## src/rtl/imm_extend_unit.sv

```systemverilog
// -----------------------------------------------------------------------------
// imm_extend_unit
//
// Buffered immediate-extension stage between instruction decode and the ALU
// operand mux / branch adder. An IN_W-bit immediate is extended to OUT_W bits
// according to a 2-bit mode, then queued in a DEPTH-entry FIFO so decode can
// run ahead of a stalled consumer.
//
// Modes (in_mode):
//   2'b00  sign extend
//   2'b01  zero extend
//   2'b10  upper placement (LUI): immediate in the top IN_W bits, zeros below
//   2'b11  branch offset: sign extend then shift left by 2
//          (only with IMM_EXT_BRSHIFT_EN defined; otherwise same as 2'b00)
//
// Configuration macro: IMM_EXT_BRSHIFT_EN
//
// Ports:
//   clk        rising-edge clock
//   rst_n      synchronous active-low reset
//   in_valid   producer has an immediate/mode pair
//   in_ready   unit can accept this cycle (registered state only)
//   in_imm     immediate, IN_W bits
//   in_mode    extension mode, 2 bits
//   out_valid  head entry valid
//   out_ready  consumer takes head entry
//   out_data   extended head entry, forced to 0 while empty
//   count      current FIFO occupancy
// -----------------------------------------------------------------------------
module imm_extend_unit #(
  parameter int IN_W  = 16,
  parameter int OUT_W = 32,
  parameter int DEPTH = 2
) (
  input  logic                       clk,
  input  logic                       rst_n,
  input  logic                       in_valid,
  output logic                       in_ready,
  input  logic [IN_W-1:0]            in_imm,
  input  logic [1:0]                 in_mode,
  output logic                       out_valid,
  input  logic                       out_ready,
  output logic [OUT_W-1:0]           out_data,
  output logic [$clog2(DEPTH+1)-1:0] count
);

  localparam int PTR_W = $clog2(DEPTH);
  localparam int CNT_W = $clog2(DEPTH+1);

  typedef enum logic [1:0] {
    MODE_SIGN = 2'b00,
    MODE_ZERO = 2'b01,
    MODE_LUI  = 2'b10,
    MODE_BR   = 2'b11
  } imm_mode_e;

  logic [OUT_W-1:0] r_mem [DEPTH];
  logic [PTR_W-1:0] r_wr_ptr;
  logic [PTR_W-1:0] r_rd_ptr;
  logic [CNT_W-1:0] r_count;

  logic             w_push;
  logic             w_pop;
  logic [OUT_W-1:0] w_sext;
  logic [OUT_W-1:0] w_ext;

  assign in_ready  = (r_count != CNT_W'(DEPTH));
  assign out_valid = (r_count != '0);
  assign out_data  = out_valid ? r_mem[r_rd_ptr] : '0;
  assign count     = r_count;

  assign w_push = in_valid && in_ready;
  assign w_pop  = out_valid && out_ready;

  assign w_sext = {{(OUT_W-IN_W){in_imm[IN_W-1]}}, in_imm};

  // NOTE: w_ext gets a default before the case so every path assigns it and
  // no latch is inferred.
  always_comb begin
    w_ext = w_sext;
    unique case (imm_mode_e'(in_mode))
      MODE_SIGN: w_ext = w_sext;
      MODE_ZERO: w_ext = {{(OUT_W-IN_W){1'b0}}, in_imm};
      MODE_LUI:  w_ext = {in_imm, {(OUT_W-IN_W){1'b0}}};
`ifdef IMM_EXT_BRSHIFT_EN
      MODE_BR:   w_ext = w_sext << 2;
`else
      MODE_BR:   w_ext = w_sext;
`endif
      default:   w_ext = w_sext;
    endcase
  end

  // NOTE: the storage array has no reset; entries are only observable through
  // out_data, which is masked to zero whenever the pointers say it is empty.
  always_ff @(posedge clk) begin
    if (rst_n && w_push) begin
      r_mem[r_wr_ptr] <= w_ext;
    end
  end

  // NOTE: all state here uses non-blocking assignments so every register sees
  // the pre-edge values of the others, whatever the statement order.
  always_ff @(posedge clk) begin
    if (!rst_n) begin
      r_wr_ptr <= '0;
      r_rd_ptr <= '0;
      r_count  <= '0;
    end else begin
      // Pointers are PTR_W bits wide and DEPTH is a power of two, so the
      // increment wraps from DEPTH-1 to 0 without a compare.
      if (w_push) r_wr_ptr <= r_wr_ptr + PTR_W'(1);
      if (w_pop)  r_rd_ptr <= r_rd_ptr + PTR_W'(1);
      unique case ({w_push, w_pop})
        2'b10:   r_count <= r_count + CNT_W'(1);
        2'b01:   r_count <= r_count - CNT_W'(1);
        default: r_count <= r_count;
      endcase
    end
  end

endmodule

```

## config.mk

```make
export PLATFORM = sky130hd
export DESIGN_NAME = imm_extend_unit
export DESIGN_NICKNAME = d
export VERILOG_FILES = /design/src/rtl/imm_extend_unit.sv
export SDC_FILE = /design/constraint.sdc
export NUM_CORES = 1
export LEC_CHECK = 0
export CORE_MARGIN = 2
export CORE_UTILIZATION = 51
export CTS_CLUSTER_DIAMETER = 200
export CTS_CLUSTER_SIZE = 30
export DETAILED_ROUTE_END_ITERATION = 6
export GPL_ROUTABILITY_DRIVEN = 0
export PLACE_DENSITY = 0.78
export SETUP_SLACK_MARGIN = 0.05
export SYNTH_ARGS = -nofsm -noshare
export SYNTH_HDL_FRONTEND = slang
export SYNTH_SLANG_ARGS = --single-unit
export TNS_END_PERCENT = 1
```

## constraint.sdc

```tcl
create_clock -name clk -period 6 [get_ports clk]
set_clock_uncertainty 0.05 [all_clocks]
set_input_delay 1.8 -clock clk [delete_from_list [all_inputs] [get_ports clk]]
set_output_delay 1.8 -clock clk [all_outputs]
set_load 0.005 [all_outputs]
```

==> metrics.yaml, run 1 <==
yosys:
  seq_area_frac_synth_pct: 68.2
  synth.net_count: 248
  syn_area_per_cell_um2: 13.3
  ys_types: 22
  ys_ff_latch: 69
  synth_cells: 223
  syn-cell-area_um2: 2960
  yosysWarnings: 0
worst_setup_path:
  worstSetupPathType: "reg2out"
  cpPeakStageDelay_ns: 1.00
  cp-start-kind: "flip-flop"
  required_ns: 4.15
  arrival_ns: 2.25
  critPathBufInv: 1
  critPathMaxFanout: 32
  critPathCaptureType: "output pin"
  crit_slowest_cell: "dfxtp_2"
  path_cells: "mux2i_1 -> nor2_1 -> clkdlybuf4s50_1"
  critPathTopFamily: "flip-flops"
place:
  place_inst: 342
  place_ws_ns: 2.08
  dpl.hpwl_mm: 3.55
  io_buffers: 57
sta:
  grt_setup_unrepaired: "false"
  max_freq_ghz: 0.244
  final-setup-viol-count: 0
  finalCriticalPeriod_ns: 4.10
  drv_slew: 0
  finalSetupTns_ns: 0
  final.period_utilization_pct: 68.3
  worstMarginPinSlew_ns: 1.02
  hold_violations: 0
  slew_headroom_pct: 32.2
  setup_ws_ns: 1.90
worst_hold_path:
  min_path_type: "reg2reg"
detailed_routing:
  wl_per_cell_um: 15.5
  wl_mm: 5.55
  avgViaCountPerCell: 5.25
  drc: 0
  firstDrtPassIters: 4
  ant_nets: 0
  drt-initial-drc-count: 175
  dr_total_vias: 1878
global_routing:
  antenna_found_initial: 0
  gr-total-overflow: 0
  grt_max_degree: 33
  grtUsageTotal_pct: 18.6
  grt_pass1_wl_mm: 8.69
  grt_pass1_vias: 1801
floorplan:
  die_area_um2: 6440
  fp.dieW_um: 80.2
  pin_count: 58
  start_util_pct: 53.2
  die_h_um: 80.2
  rows: 27
  core_area_um2: 5570
clocking:
  clock_sinks: 69
  clockBufferDepth: 2
  cts_buffers: 9
  cts_hold_buf: 0
  clk_pin_slew_ns: 0.07
  cts_resized: 0
  htree_levels: 3
  cts_tree: "done"
  cts-root-buf: "clkbuf_8"
  clock_latency_ns: 0.33
  cts_setup_buffers: 0
run:
  cap_violations: 0
power:
  switching_share_pct: 28.3
  leakagePower_nw: 1.31
  power_frac_clock_pct: 25.0
  pwr-share-comb_pct: 34.0
  vdd_ir_drop_max_mv: 0.328
  intPower_w: 0.00113
  p_sw_w: 0.000447
  p_per_area_nw_per_um2: 416
  power_frac_seq_pct: 41.0
final_layout:
  layout-drive-gt1-share_pct: 6.99
  final_nets: 306
  antenna-diode-count: 0
  ff_latch_area_um2: 2020
  multi_input_area_um2: 861
  stdcell_count: 358
  num-fill-cells: 421
  final_core_util_pct: 68.1
  syn_to_final_growth_pct: 28.0
run_status:
  outcome: "completed"
[cells in the mapped netlist]
master	count	area share, %
nor3b_1	2	0.51
or3_1	2	0.42
nand2_1	17	2.2
and2_1	3	0.63
and4_1	1	0.30
dfxtp_1	5	3.4
buf_2	8	1.4
inv_1	6	0.76
buf_6	1	0.38
o21ai_0	3	0.51
nor2_2	1	0.21
and2b_1	4	1.0
a21boi_0	1	0.25
edfxtp_1	64	65
a21boi_1	1	0.25
a21oi_1	15	2.5
clkbuf_1	4	0.51
nor2_1	34	4.3
ha_1	3	1.3
mux2i_1	32	11
xnor2_1	3	0.89
nor2b_1	13	2.7
[tightest hold or removal path, delay by kind of cell, from the launching register on]
family | cells | cell delay [ns]
AO/OA/AOI/OAI | 2 | 0.15
flip-flops | 1 | 0.35
[metal layers]
metal	GRT usage, %	wire length (um)	vias to the layer above
li1	-	-	902
met1	23.5	2380	912
met2	31.0	2840	59
met3	3.15	240	5
met4	9.15	87	0
met5	0	0	-
[path summary, 6_finish.rpt]
kind                         start                    end  slack (ns)  cells after the start
max                      flip-flop           out_data[12]        1.90                      3
min          count[1]$_SDFFE_PN0P_  count[1]$_SDFFE_PN0P_        0.50                      2
max reg2reg  count[0]$_SDFFE_PN0P_  r_mem[0][2]$_DFFE_PP_        4.25                      5
min reg2reg  count[1]$_SDFFE_PN0P_  count[1]$_SDFFE_PN0P_        0.50                      2
[power by group through the flow]
stage	Clock, W	Sequential [W]	Combinational [W]
after floorplan	0	0.000614	0.000292
after global routing	0.000419	0.000657	0.000586
after detailed placement	0	0.000660	0.000542
after global placement	0	0.000658	0.000530
after CTS	0.000397	0.000650	0.000544
final	0.000395	0.000648	0.000537
[cells by family (layout without fill, tap and decap cells)]
| group | count (synthesis) | after routing | share of synthesized area (%) |
|---|---|---|---|
| and+or+nand+nor | 77 | 77 | 12.3 |
| DFF | 69 | 69 | 68.2 |
| muxes | 32 | 32 | 10.8 |
| AOI/OAI and AO/OA | 20 | 20 | 3.55 |
| buffers and inverters | 19 | 82 | 3.00 |
| adders and majority gates | 3 | 3 | 1.27 |
| xor gates and xnor gates | 3 | 3 | 0.887 |
[stage by stage]
| stage | hold slack [ns] | area, um2 | power [W] |
|---|---|---|---|
| final | 0.498 | 3790 | 0.00158 |
| after detailed placement | 0.492 | 3590 | 0.00120 |
| after global placement | 0.452 | 3590 | 0.00119 |
| after CTS | 0.503 | 3790 | 0.00159 |
| after floorplan | 0.423 | 2960 | 0.000906 |
| after global routing | 0.541 | 3790 | 0.00166 |
[flip-flops by register name, indices dropped and copies added, names as in the netlist, named ones only]
signal / flops
r_mem: 64
count: 2
r_rd_ptr: 1
r_wr_ptr: 1
[area by class of cell]
type / instances / share of cell area (%)
Sequential cell: 69 / 53.3
Timing Repair Buffer: 60 / 15.6
Inverter: 6 / 0.593
Clock buffer: 10 / 3.36
Multi-Input combinational cell: 135 / 22.7
Tap cell: 72 / 2.37
Clock inverter: 6 / 2.04
[cells in the final DEF (no fill, tap or decap), drive strengths merged]
cell type,netlist,routed
a21oi,15,15
nor3b,2,2
and2,3,3
dfxtp,5,5
clkinv,0,4
edfxtp,64,64
nand2,17,17
buf,9,3
xnor2,3,3
clkbuf,4,10
clkdlybuf4s50,0,57
nor2,35,35
bufinv,0,2
or3,2,2
inv,6,6
ha,3,3
and2b,4,4
a21boi,2,2
o21ai,3,3
nor2b,13,13
and4,1,1
mux2i,32,32
(Power assumes the default switching activity.)
==> run 2: changes to the inputs <==
--- a/config.mk
+++ b/config.mk
@@ -6,12 +6,12 @@
 export NUM_CORES = 1
 export LEC_CHECK = 0
 export CORE_MARGIN = 2
-export CORE_UTILIZATION = 51
+export CORE_UTILIZATION = 46
 export CTS_CLUSTER_DIAMETER = 200
 export CTS_CLUSTER_SIZE = 30
 export DETAILED_ROUTE_END_ITERATION = 6
 export GPL_ROUTABILITY_DRIVEN = 0
-export PLACE_DENSITY = 0.78
+export PLACE_DENSITY = 0.74
 export SETUP_SLACK_MARGIN = 0.05
 export SYNTH_ARGS = -nofsm -noshare
 export SYNTH_HDL_FRONTEND = slang
==> constraint.sdc (replaced) <==
create_clock -name clk -period 3.4 [get_ports clk]
set_clock_uncertainty 0.05 [all_clocks]
set_input_delay 1.02 -clock clk [delete_from_list [all_inputs] [get_ports clk]]
set_output_delay 1.02 -clock clk [all_outputs]
set_load 0.005 [all_outputs]
==> run 2 against run 1 <==
Combinational power up 86%. Via count down 1.9%. Count of clock-buffer cells in the layout unchanged. Wire length up 0.59%. Flip-flop and latch count unchanged. Worst setup slack worse by 1.6 ns. Die area up 10%. Hold slack better by 0.0044 ns.
==> metrics.yaml, run 2 (synthesis gave the netlist of run 1 again) <==
worst_setup_path:
  critPathMaxFanout: 20
  r2r_cells: 5
  required_ns: 2.33
  critPathCaptureType: "output pin"
  path_cells: "buf_12 -> mux2i_1 -> nor2_1 -> clkdlybuf4s50_1"
  crit_slowest_cell: "dfxtp_2"
  worstSetupPathType: "reg2out"
  cp-start-kind: "flip-flop"
  cpPeakStageDelay_ns: 0.62
  arrival_ns: 2.00
place:
  io_buffers: 57
  place_area_um2: 3640
  dpl.hpwl_mm: 3.66
worst_hold_path:
  min_path_cells: 2
  min_path_type: "reg2reg"
global_routing:
  grt_pass1_wl_mm: 9.13
  grt_max_degree: 34
  gr-total-overflow: 0
  antenna_found_initial: 0
  grt_pass1_vias: 1903
  grtUsageTotal_pct: 16.6
sta:
  worstMarginPinSlew_ns: 0.661
  finalCriticalPeriod_ns: 3.07
  hold_violations: 0
  final-setup-viol-count: 0
  whs_ns: 0.502
  final.period_utilization_pct: 90.2
  slew_headroom_pct: 55.9
  drv_slew: 0
  grt_setup_unrepaired: "false"
  max_freq_ghz: 0.326
  finalSetupTns_ns: 0
power:
  p_per_area_nw_per_um2: 697
  leakagePower_nw: 1.30
  vdd_ir_drop_max_mv: 0.458
clocking:
  cts_buffers: 9
  clock_latency_ns: 0.33
  clock_sinks: 69
  cts-root-buf: "clkbuf_8"
  clk_pin_slew_ns: 0.07
  cts_setup_buffers: 0
  cts_resized: 0
  clockBufferDepth: 2
  cts_tree: "done"
  htree_levels: 3
  cts_hold_buf: 0
detailed_routing:
  dr_total_vias: 1842
  wl_mm: 5.58
  drt-initial-drc-count: 90
  avgViaCountPerCell: 5.03
  wl_per_cell_um: 15.2
  ant_nets: 0
  firstDrtPassIters: 4
  drc: 0
final_layout:
  largest_register: "r_mem"
  final_cell_mix: "edfxtp_1 (64), clkdlybuf4s50_1 (57), nor2_1 (33)"
  largest_reg_flops: 64
  final_nets: 309
  antenna-diode-count: 0
  syn_to_final_growth_pct: 28.0
  layout-drive-gt1-share_pct: 7.96
  fin_area_um2: 3790
  layout_commonest_cell: "edfxtp_1"
run:
  cap_violations: 0
floorplan:
  die_h_um: 84.3
  pin_count: 58
  fp.dieW_um: 84.3
  die_area_um2: 7100
  start_util_pct: 47.2
  rows: 29
  core_area_um2: 6280
run_status:
  outcome: "completed"
-- run 2: power breakdown --
| group | internal, W | total, W | switching [W] |
|---|---|---|---|
| Sequential | 0.00103 | 0.00111 | 0.0000710 |
| Clock | 0.000256 | 0.000540 | 0.000284 |
| Combinational | 0.000575 | 0.000999 | 0.000425 |
-- run 2: cell type report --
type / instances / area (um2)
clock inverters: 6 / 30.0
well taps: 77 / 96.3
fillers: 527 / 2480
clock buffers: 10 / 128
multi-input cells: 135 / 867
repair buffers: 63 / 628
inverters: 6 / 22.5
flip-flops and latches: 69 / 2020
-- run 2: path summary, 6_finish.rpt --
| path | start | slack, ns | endpoint |
|---|---|---|---|
| max | flip-flop | 0.33 | out_data[14] |
| min | count[1]$_SDFFE_PN0P_ | 0.50 | count[1]$_SDFFE_PN0P_ |
| max reg2reg | count[0]$_SDFFE_PN0P_ | 1.57 | r_mem[0][31]$_DFFE_PP_ |
| min reg2reg | count[1]$_SDFFE_PN0P_ | 0.50 | count[1]$_SDFFE_PN0P_ |
-- run 2: critical path, delay by kind of cell (launching register included) --
family	cells	cell delay, ns
multiplexers	1	0.26
buffers and inverters	2	0.71
AND/OR/NAND/NOR	1	0.06
flip-flops	1	0.62
-- run 2: layer usage --
metal | up-vias | part of all wire (%) | track usage [%]
met4 | 0 | 2.0 | 7.62
met3 | 12 | 3.3 | 2.75
met1 | 875 | 45 | 21.5
met2 | 46 | 50 | 27.4
li1 | 909 | - | -
met5 | - | 0 | 0
-- run 2: through the flow --
stage	instances	total power (W)	util, %	setup WS, ns
after global routing	366	0.00279	60.5	0.231
after CTS	366	0.00268	60.5	0.286
after floorplan	223	0.00160	-	0.520
final	366	0.00264	60.5	0.334
after global placement	350	0.00212	57.9	0.625
after detailed placement	350	0.00214	57.9	0.559
